--- config.mk ---
export PLATFORM = sky130hd
export DESIGN_NAME = spi_host_arbiter
export DESIGN_NICKNAME = d
export VERILOG_FILES = /design/src/rtl/spi_host_arbiter.sv
export SDC_FILE = /design/constraint.sdc
export NUM_CORES = 1
export LEC_CHECK = 0
export CAP_MARGIN = 10
export CORE_ASPECT_RATIO = 0.5
export CORE_MARGIN = 2
export CORE_UTILIZATION = 31
export CTS_BUF_LIST = sky130_fd_sc_hd__clkbuf_16
export CTS_CLUSTER_SIZE = 28
export DETAILED_ROUTE_END_ITERATION = 8
export MAX_ROUTING_LAYER = met4
export PLACE_DENSITY = 0.81
export SYNTH_ARGS = -nofsm -noshare
export SYNTH_HDL_FRONTEND = slang
export SYNTH_SLANG_ARGS = --single-unit
--- constraint.sdc ---
create_clock -name clk_i -period 1.58 [get_ports clk_i]
set_input_delay 0.158 -clock clk_i [delete_from_list [all_inputs] [get_ports clk_i]]
set_output_delay 0.158 -clock clk_i [all_outputs]
set_load 0.05 [all_outputs]
--- src/rtl/spi_host_arbiter.sv ---
// N-way SPI pad arbiter: one host owns the flash pads; ownership moves only after the
// owner's chip selects have been idle for IDLE_CYCLES, followed by a single park cycle.
module spi_host_arbiter #(
  parameter int NUM_HOSTS   = 2,
  parameter int NUM_CS      = 2,
  parameter int SD_W        = 4,
  parameter int IDLE_CYCLES = 4,
  parameter int RESET_HOST  = 0,
  parameter int IDX_W       = $clog2(NUM_HOSTS)
) (
  input  logic                      clk_i,
  input  logic                      rst_i,
  input  logic                      sel_valid_i,
  input  logic [IDX_W-1:0]          sel_idx_i,
  output logic                      sel_ready_o,
  output logic                      sel_err_o,
  output logic [IDX_W-1:0]          active_idx_o,
  output logic                      switching_o,
  output logic                      switch_done_o,
  input  logic [NUM_HOSTS-1:0]      host_sck_i,
  input  logic [NUM_HOSTS-1:0]      host_sck_en_i,
  input  logic [NUM_HOSTS*NUM_CS-1:0] host_csb_i,
  input  logic [NUM_HOSTS*NUM_CS-1:0] host_csb_en_i,
  input  logic [NUM_HOSTS*SD_W-1:0] host_sd_i,
  input  logic [NUM_HOSTS*SD_W-1:0] host_sd_en_i,
  output logic [NUM_HOSTS*SD_W-1:0] host_sd_o,
  input  logic [NUM_HOSTS-1:0]      host_intr_error_i,
  input  logic [NUM_HOSTS-1:0]      host_intr_event_i,
  input  logic [NUM_HOSTS-1:0]      host_rx_valid_i,
  input  logic [NUM_HOSTS-1:0]      host_tx_ready_i,
  output logic                      spi_sck_o,
  output logic                      spi_sck_en_o,
  output logic [NUM_CS-1:0]         spi_csb_o,
  output logic [NUM_CS-1:0]         spi_csb_en_o,
  output logic [SD_W-1:0]           spi_sd_o,
  output logic [SD_W-1:0]           spi_sd_en_o,
  input  logic [SD_W-1:0]           spi_sd_i,
  output logic                      intr_error_o,
  output logic                      intr_event_o,
  output logic                      rx_valid_o,
  output logic                      tx_ready_o
);

  localparam int CNT_W = $clog2(IDLE_CYCLES + 1);
  localparam logic [IDX_W-1:0] RESET_IDX  = IDX_W'(RESET_HOST);
  localparam logic [CNT_W-1:0] CNT_LAST   = CNT_W'(IDLE_CYCLES - 1);
  localparam logic [IDX_W:0]   HOST_LIMIT = (IDX_W + 1)'(NUM_HOSTS);

  typedef enum logic [1:0] {
    ST_ACTIVE = 2'd0,
    ST_DRAIN  = 2'd1,
    ST_PARK   = 2'd2
  } state_e;

  state_e           state_reg, state_next;
  logic [IDX_W-1:0] active_idx_reg, active_idx_next;
  logic [IDX_W-1:0] target_idx_reg, target_idx_next;
  logic [CNT_W-1:0] idle_cnt_reg, idle_cnt_next;
  logic             switch_done_reg, switch_done_next;
  logic             sel_err_reg, sel_err_next;

  logic [NUM_CS-1:0] csb_arr    [NUM_HOSTS];
  logic [NUM_CS-1:0] csb_en_arr [NUM_HOSTS];
  logic [SD_W-1:0]   sd_arr     [NUM_HOSTS];
  logic [SD_W-1:0]   sd_en_arr  [NUM_HOSTS];

  logic bus_idle;
  logic req_bad;

  for (genvar gi = 0; gi < NUM_HOSTS; gi++) begin : g_host
    assign csb_arr[gi]    = host_csb_i[gi*NUM_CS +: NUM_CS];
    assign csb_en_arr[gi] = host_csb_en_i[gi*NUM_CS +: NUM_CS];
    assign sd_arr[gi]     = host_sd_i[gi*SD_W +: SD_W];
    assign sd_en_arr[gi]  = host_sd_en_i[gi*SD_W +: SD_W];
    // Only the owner sees pad data, and nobody does while the pads are parked.
    assign host_sd_o[gi*SD_W +: SD_W] =
      (state_reg != ST_PARK && active_idx_reg == IDX_W'(gi)) ? spi_sd_i : '0;
  end

  assign bus_idle = &csb_arr[active_idx_reg];
  assign req_bad  = {1'b0, sel_idx_i} >= HOST_LIMIT;

  always_ff @(posedge clk_i) begin
    if (rst_i) begin
      state_reg       <= ST_ACTIVE;
      active_idx_reg  <= RESET_IDX;
      target_idx_reg  <= RESET_IDX;
      idle_cnt_reg    <= '0;
      switch_done_reg <= 1'b0;
      sel_err_reg     <= 1'b0;
    end else begin
      state_reg       <= state_next;
      active_idx_reg  <= active_idx_next;
      target_idx_reg  <= target_idx_next;
      idle_cnt_reg    <= idle_cnt_next;
      switch_done_reg <= switch_done_next;
      sel_err_reg     <= sel_err_next;
    end
  end

  always_comb begin
    state_next       = state_reg;
    active_idx_next  = active_idx_reg;
    target_idx_next  = target_idx_reg;
    idle_cnt_next    = idle_cnt_reg;
    switch_done_next = 1'b0;
    sel_err_next     = 1'b0;
    case (state_reg)
      ST_ACTIVE: begin
        if (sel_valid_i) begin
          if (req_bad) begin
            sel_err_next = 1'b1;
          end else if (sel_idx_i != active_idx_reg) begin
            target_idx_next = sel_idx_i;
            idle_cnt_next   = '0;
            state_next      = ST_DRAIN;
          end
        end
      end
      ST_DRAIN: begin
        // Any chip-select activity restarts the guard so a transfer is never cut.
        if (!bus_idle) begin
          idle_cnt_next = '0;
        end else if (idle_cnt_reg == CNT_LAST) begin
          state_next = ST_PARK;
        end else begin
          idle_cnt_next = idle_cnt_reg + CNT_W'(1);
        end
      end
      ST_PARK: begin
        state_next       = ST_ACTIVE;
        active_idx_next  = target_idx_reg;
        switch_done_next = 1'b1;
      end
      default: state_next = ST_ACTIVE;
    endcase
  end

  always_comb begin
    sel_ready_o  = (state_reg == ST_ACTIVE);
    switching_o  = (state_reg != ST_ACTIVE);
    spi_sck_o    = host_sck_i[active_idx_reg];
    spi_sck_en_o = host_sck_en_i[active_idx_reg];
    spi_csb_o    = csb_arr[active_idx_reg];
    spi_csb_en_o = csb_en_arr[active_idx_reg];
    spi_sd_o     = sd_arr[active_idx_reg];
    spi_sd_en_o  = sd_en_arr[active_idx_reg];
    intr_error_o = host_intr_error_i[active_idx_reg];
    intr_event_o = host_intr_event_i[active_idx_reg];
    rx_valid_o   = host_rx_valid_i[active_idx_reg];
    tx_ready_o   = host_tx_ready_i[active_idx_reg];
    if (state_reg == ST_PARK) begin
      spi_sck_o    = 1'b0;
      spi_sck_en_o = 1'b1;
      spi_csb_o    = '1;
      spi_csb_en_o = '1;
      spi_sd_o     = '0;
      spi_sd_en_o  = '0;
      intr_error_o = 1'b0;
      intr_event_o = 1'b0;
      rx_valid_o   = 1'b0;
      tx_ready_o   = 1'b0;
    end
  end

  assign active_idx_o  = active_idx_reg;
  assign sel_err_o     = sel_err_reg;
  assign switch_done_o = switch_done_reg;

endmodule

### Word level (Yosys, flattened, before mapping)

Cells that the tools add are included.

| cells by class | value |
|---|---|
| $add $sub $neg | 1 |
| magnitude comparators | 2 |
| eq/ne operators | 10 |
| mux-type cells | 47 |
| bitwise logic cells | 2 |
| reductions and logical operators | 9 |

Operator list:

| kind | number |
|---|---|
| $mux 4 | 10 |
| $mux 2 | 12 |
| $mux 1 | 19 |
| $mux 3 | 4 |
| $ne 2x2->1 const B | 4 |
| $reduce_and 4->1 | 2 |
| $pmux 3 s2 | 1 |
| $pmux 2 s2 | 1 |
| $reduce_bool 2->1 | 2 |
| $add 3x1->3 const B | 1 |
| $eq 3x2->1 const B | 1 |
| $ne 3x3->1 const B | 1 |
| $reduce_and 3->1 | 1 |
| $eq 2x1->1 const B | 1 |
| $eq 2x2->1 const B | 1 |
| $ge 2x2->1 const B | 1 |
| $logic_and 1x1->1 | 2 |
| $logic_not 2->1 | 1 |
| $lt 1x2->1 const B | 1 |
| $ne 2x1->1 const B | 1 |
| $not 1->2 | 1 |
| $reduce_and 2->1 | 1 |
| $ne 1x1->1 | 1 |
| $not 1->1 | 1 |

| storage, ports and cells | value |
|---|---|
| flip-flop bits (word level) | 8 |
| bits of input ports | 44 |
| output and inout port bits | 31 |
| logic and storage cells | 76 |

### Longest topological paths before layout

Gate-level depths: netlist (run 1).

| depth | value |
|---|---|
| word-level depth | 7 |
| mapped depth | 5 |
| mapped depth without buffers | 5 |

### Worst setup path after synthesis (run 1)

Ideal clock, no wire load.

| timing path | value |
|---|---|
| path type | register to output |
| start | reg active_idx_reg, in the netlist active_idx_o |
| end | out intr_error_o |
| arrival | 1.788 ns |
| data required time | 1.422 ns |
| slack | -0.366 ns |
| cell stages (with the launch flop) | 5 |
| path buffers | 2 |
| cells stage by stage | dfxtp_1 -> buf_6 -> buf_6 -> mux2i_1 -> nor2_1 |

| on the way | value |
|---|---|
| word-level cells in the longest chain between the ends | 3 |

RTL lines:

| element | line | source |
|---|---|---|
| from (decl) | 56 | `logic [IDX_W-1:0] active_idx_reg, active_idx_next;` |
| from (signal assigned) | 93 | `active_idx_reg <= active_idx_next;` |
| $mux 1 (not written as such) (2 in a row) | 148 | `intr_error_o = host_intr_error_i[active_idx_reg];` |
| $mux 1 | 152 | `if (state_reg == ST_PARK) begin` |
| to (decl) | 38 | `output logic intr_error_o,` |

Every way passes these cells. The select of a mux whose other input is x is not followed.

### Worst setup path after layout (run 1)

| timing path | value |
|---|---|
| start | reg state_reg[0] |
| end | out spi_sd_en_o[3] |

| on the way | value |
|---|---|
| word-level cells in the longest chain between the ends | 2 |

RTL lines:

| element | line | source |
|---|---|---|
| from (decl) | 55 | `state_e state_reg, state_next;` |
| from (signal assigned) | 92 | `state_reg <= state_next;` |
| $eq 2x2->1 | 152 |  |
| $mux 4 | 152 |  |
| to (decl) | 36 | `output logic [SD_W-1:0] spi_sd_en_o,` |

Every way passes these cells.

==> metrics.txt, run 1 <==
Final min period=around 1.5 ns; P per Cell Area=546 nW/µm²; Worst-Skew Late Latency=0.23 ns; Clock Sinks=8; Max-Cap Viols=0; Die Y=40.3 µm; Seq/Total Area, Yosys=19.6%; Most used DFF post-synth=dfxtp_1; pin count of the biggest net entering global routing=18; Total GRT Usage=21.1%; DRC=0; I/O Buffers=73; Final #Nets=225; peak supply drop=~0.57 mV; placed cell area=between 1500 and 2000 µm²; clock root cell=clkbuf_16; Starting Density=about a third; initial DRC count=28; Syn. warnings=0; EDFF count, synth=0; # diodes=0; kind of critical path=flop to output pin; final hold violations=0; Avg Cell Area, Syn=between 8 and 9 µm²; CP delay by family, top=simple AND/OR/NAND/NOR gates; max reg flops=3; Post-Syn Nets=~140; hpwl dp=between 2000 and 3000 µm; H-tree level count=1; Period Utilization, post-route=98.0%; initial antenna violation count=0; Post-Synthesis Cell Area=approximately 820 µm²; Post-Syn Instances=97; Worst path slowest cell=dfxtp_2; Worst Path Arrival=~1.4 ns; CTS tree=yes; Die Width=76.5 µm; placed cells=206; total congestion overflow=0; Max Root-Sink Buffers=2; row cnt=13; Worst Skew=approximately 0.0042 ns; Wirelength per Cell=~16 µm; Final Instance Count excl. Fillers=214; CP Capture Type=output pin; number of global-route vias before repair=930; final setup fails=0; cts bufs inserted=3; status=finished, final reports clean; die area=3080 µm²; Pre-Repair DR Iteration Count=5; slowest cell delay on critical path=0.39 ns; P&R area growth vs syn=144%; maximum clock frequency=0.646 GHz; Critical Path RT=roughly 1.4 ns; Seq cells post-synth=8; Crit path buffers/inverters=2; layout cells sized above 1=between 30% and 40%; first-pass GRT wire length=4710 µm; synth unique cells=28; fill count=148; Vias/cell=between 4 and 5; critical path fanouts, max=10; Leak=0.000836 µW; post-route design area=1990 µm²; core area=2550 µm²; Vias=about 1000; crit start category=flop; routability cong.=around 0.77; Min-Delay Path Class=flop to flop; final WL=around 3300 µm; fin util=77.9%; Worst-path clk slew=0.04 ns; Post-synth ARST share=0%; CP cell instances=and2b_1 > buf_4 > nor2_2 > buf_12; hold slack final=0.460 ns; Ports=75; Slew Limit Fails=0; Total Power=1090 µW; Antenna Violating Nets Remaining=0
## cell type report
cell class / count / area [µm²] / share of cell area [%]
Inverter: 4 / 15.0 / 0.755
Multi-Input combinational cell: 79 / 641 / 32.2
Tap cell: 37 / 46.3 / 2.33
Sequential cell: 8 / 168 / 8.43
Clock buffer: 3 / 75.1 / 3.78
Timing Repair Buffer: 83 / 1040 / 52.5
## layout by cell type (no fill, tap or decap), drive strengths merged, types with 2 or more instances in the layout
cell type / Yosys / final
and3: 5 / 5
clkdlybuf4s50: 0 / 43
dfxtp: 8 / 8
o211ai: 3 / 3
inv: 4 / 4
nor2: 16 / 16
nor3b: 2 / 2
mux2i: 21 / 21
a21oi: 2 / 2
and2: 4 / 4
clkbuf: 0 / 3
ha: 2 / 2
nand2b: 4 / 4
nand2: 7 / 7
buf: 6 / 40
## timing repair
item	in CTS	in global routing
gates resized for setup	7	2
pin swaps	2	1
endpoints found under the hold margin	0	0
hold buffers	0	0
buffers inserted	2	3
setup endpoints to repair	23	7
## Yosys cell counts (all sizes together), types with 3 or more instances
cell    number  area (µm²)
mux2i       21         210
inv          4        15.0
dfxtp        8         160
nor2        16        60.1
buf          6        47.5
nand2        7        26.3
o211ai       3        22.5
and3         5        31.3
nand2b       4        25.0
and2         4        25.0
## kinds of logic (layout without fill, tap and decap cells)
family,Yosys count,count (layout),share of synthesized area [%]
muxes,21,21,25.8
DFF,8,8,19.6
adders and majority gates,2,2,3.07
buffers and inverters,10,90,7.67
and+or+nand+nor,45,45,32.2
other,1,1,0.460
xor gates and xnor gates,1,1,1.07
AOI/OAI and AO/OA,9,9,10.1
## metrics by stage
step | setup TNS, ns | setup slack (ns)
global route | -0.199 | -0.0505
CTS | 0 | 0.0222
floorplan | 0 | 0.00397
finish | 0 | 0.0321
global placement | 0 | 0.154
detailed placement | 0 | 0.00330
## per-layer routing
| layer | vias to the layer above | part of all wire (%) | GRT usage, % |
|---|---|---|---|
| met3 | 4 | 5.3 | 3.83 |
| met1 | 491 | 41 | 23.1 |
| met4 | 0 | 0.87 | 6.82 |
| met2 | 44 | 53 | 41.8 |
| li1 | 497 | - | - |
| met5 | - | 0 | - |
## final timing paths
path | start | slack (ns) | end | depth (start not counted)
setup reg to reg | idle_cnt_reg[0] | 0.10 | state_reg[0] | 6
setup / recovery | state_reg[0] | 0.03 | spi_sd_en_o[3] | 4
hold reg to reg | target_idx_reg | 0.46 | active_idx_o | 2
hold / removal | target_idx_reg | 0.46 | active_idx_o | 2
## worst register-to-register path, stage by stage (launching register included)
cell	delay, ns
dfxtp_2	0.34
ha_2	0.19
ha_4	0.14
nand4_1	0.17
a32oi_4	0.31
buf_4	0.17
nor2_1	0.04
## report_power, final
group	leakage (µW)	internal, µW	switching, µW
Clock	0.0000370	326	92.7
Combinational	0.000732	241	214
Sequential	0.0000671	207	5.77
Total	0.000836	774	312
Note: power is estimated with default switching activity, not from simulation.
==> inputs of run 2 (changes only) <==
--- a/config.mk
+++ b/config.mk
@@ -6,14 +6,18 @@
 export NUM_CORES = 1
 export LEC_CHECK = 0
 export CAP_MARGIN = 10
+export CELL_PAD_IN_SITES_DETAIL_PLACEMENT = 0
+export CELL_PAD_IN_SITES_GLOBAL_PLACEMENT = 1
 export CORE_ASPECT_RATIO = 0.5
 export CORE_MARGIN = 2
-export CORE_UTILIZATION = 31
+export CORE_UTILIZATION = 20
 export CTS_BUF_LIST = sky130_fd_sc_hd__clkbuf_16
 export CTS_CLUSTER_SIZE = 28
 export DETAILED_ROUTE_END_ITERATION = 8
+export GPL_TIMING_DRIVEN = 0
 export MAX_ROUTING_LAYER = met4
-export PLACE_DENSITY = 0.81
+export PLACE_DENSITY_LB_ADDON = 0.1
+export REMOVE_ABC_BUFFERS = 1
 export SYNTH_ARGS = -nofsm -noshare
 export SYNTH_HDL_FRONTEND = slang
 export SYNTH_SLANG_ARGS = --single-unit
==> metrics.txt, run 2 (synthesis gave the netlist of run 1 again) <==
Min-Delay Path Class=flop to flop; peak supply drop=0.262 mV (-54%); Vias/cell=4.23 (-13%); Total GRT Usage=12.3% (-8.9 points); reg-to-reg critical path endpoint=idle_cnt_reg[2]; max reg flops=3 (unchanged); Max transition margin=66.7%; final WL=2680 µm (-19%); P per Cell Area=606 nW/µm² (+11%); initial antenna violation count=0 (unchanged); maximum clock frequency=0.650 GHz (+0.62%); initial DRC count=18 (-36%); Max-Cap Viols=0 (unchanged); Leak=0.000698 µW (-16%); critical path fanouts, max=8 (-2); worst r2r src=idle_cnt_reg[1]; final setup fails=0 (unchanged); Hold Startpoint=target_idx_reg; P&R area growth vs syn=99.7%; Final #Nets=219 (-2.7%); Setup crit start=state_reg[0]; fin util=41.7% (-36 points); Ports=75 (unchanged); unrepaired setup endpoints after global routing=true; Fin Setup TNS=0 ns (unchanged); total congestion overflow=0 (unchanged); metal3 WL=121 µm (-31%); Worst path slowest cell=dfxtp_2; placed cells=219 (+6.3%); met2 wire length=1390 µm (-21%); Wirelength per Cell=11.9 µm (-23%); clock root cell=clkbuf_16; crit start category=flop; Max Root-Sink Buffers=2 (unchanged); setup slack, reg-to-reg=0.08 ns (-0.02 ns); CP cell instances=and2b_4 > nor2_1 > clkdlybuf4s15_2; CP Capture Type=output pin; Critical Path RT=1.42 ns (about the same); Hold Buf Count CTS=0 (unchanged); die area=4640 µm² (+50%); DRC=0 (unchanged); crit path to=spi_sd_en_o[2]; Period Utilization, post-route=97.4% (-0.61 points); CTS tree=yes; slowest cell delay on critical path=0.40 ns (about the same); Top Layer Used=met4; Worst-path clk slew=0.04 ns (about the same); number of global-route vias before repair=909 (-2.3%); most frequent cells in the layout=clkdlybuf4s50_1 (44), mux2i_1 (21), buf_2 (18); CP Depth=3 (-1); worst setup margin=0.0417 ns (+0.00959 ns); Worst-Skew Late Latency=0.23 ns (about the same); post-route design area=1630 µm² (-18%); Setup WS pre-CTS=-0.615 ns (-0.618 ns); Die Y=49.2 µm (+22%); Slew Limit Fails=0 (unchanged); row cnt=16 (+3); Final min period=1.54 ns (-0.00959 ns); Starting Density=20.9% (-11 points); final hold violations=0 (unchanged); pin count of the biggest net entering global routing=20 (+2); Clock Sinks=8 (unchanged); hpwl dp=2050 µm (-19%); Vias=951 (-8.2%); Crit path buffers/inverters=1 (-1); Worst Path Arrival=1.38 ns (about the same); worst slew pin tran=0.497 ns; FF-to-FF path depth=5 (-1); # diodes=0 (unchanged); routability cong.=0.678 (-12%); I/O Buffers=73 (unchanged); Pre-Repair DR Iteration Count=2 (-3); fill count=414 (+180%); Final Instance Count excl. Fillers=225 (+5.1%); commonest non-fill, non-tap cell in the layout=clkdlybuf4s50_1; H-tree level count=1 (unchanged); status=finished, final reports clean; Die Width=94.3 µm (+23%); first-pass GRT wire length=4240 µm (-10%); Antenna Violating Nets Remaining=0 (unchanged); kind of critical path=flop to output pin; M1 WL=1150 µm (-17%); hold depth=2 (unchanged); cts bufs inserted=3 (unchanged); CP delay by family, top=flip-flops; layout cells sized above 1=29.2% (-9.7 points); core area=3900 µm² (+53%); placed cell area=1590 µm² (-13%); Worst Skew=0.00418 ns (-0.0000314 ns)
[run 2: cell count changes in the layout (fill, tap and decap cells not counted), sizes merged]
cell,previous run,this run
clkdlybuf4s15,0,5
clkdlybuf4s50,43,44
buf,40,26
dlygate4sd2,0,1
and2b,1,2
[run 2: worst min path at each step]
stage                     slack, ns               to
after floorplan                0.23     active_idx_o
after global placement         0.46     active_idx_o
after detailed placement       0.47     active_idx_o
after CTS                      0.46     active_idx_o
after global routing           0.51  idle_cnt_reg[0]
final                          0.46     active_idx_o
[run 2: worst min-delay path, cell delays in order (launching register included)]
cell     delay, ns
dfxtp_1       0.31
nand2_1       0.05
a21oi_1       0.06
[run 2: timing repair]
action,CTS,global route
gates cloned,1,0
pin swaps,0,2
buffers inserted,0,2
endpoints found under the hold margin,0,0
gates resized for setup,139,11
setup endpoints to repair,33,22
[run 2: cell type report]
class | instances | area (µm²) | share of cell area, %
Clock buffer | 3 | 75.1 | 4.61
Inverter | 4 | 15.0 | 0.922
Multi-Input combinational cell | 80 | 628 | 38.6
Sequential cell | 8 | 168 | 10.3
Tap cell | 54 | 67.6 | 4.15
Timing Repair Buffer | 76 | 676 | 41.5
[run 2: power breakdown]
group | leakage, µW | total [µW] | internal (µW) | switching, µW
Combinational | 0.000594 | 348 | 161 | 186
Clock | 0.0000370 | 428 | 327 | 102
Sequential | 0.0000671 | 212 | 206 | 5.82
Total | 0.000698 | 988 | 694 | 294
[run 2: per-stage QoR]
step,hold slack [ns],power [µW]
after floorplan,0.227,403
after global placement,0.458,587
after detailed placement,0.466,588
after CTS,0.465,1000
after global routing,0.506,1030
final,0.460,988
[run 2: layer usage]
layer / vias up / track usage (%)
met1: 426 / 13.2
met3: 4 / 3.40
met4: 0 / 2.90
met2: 34 / 22.5
met5: - / -
li1: 487 / -
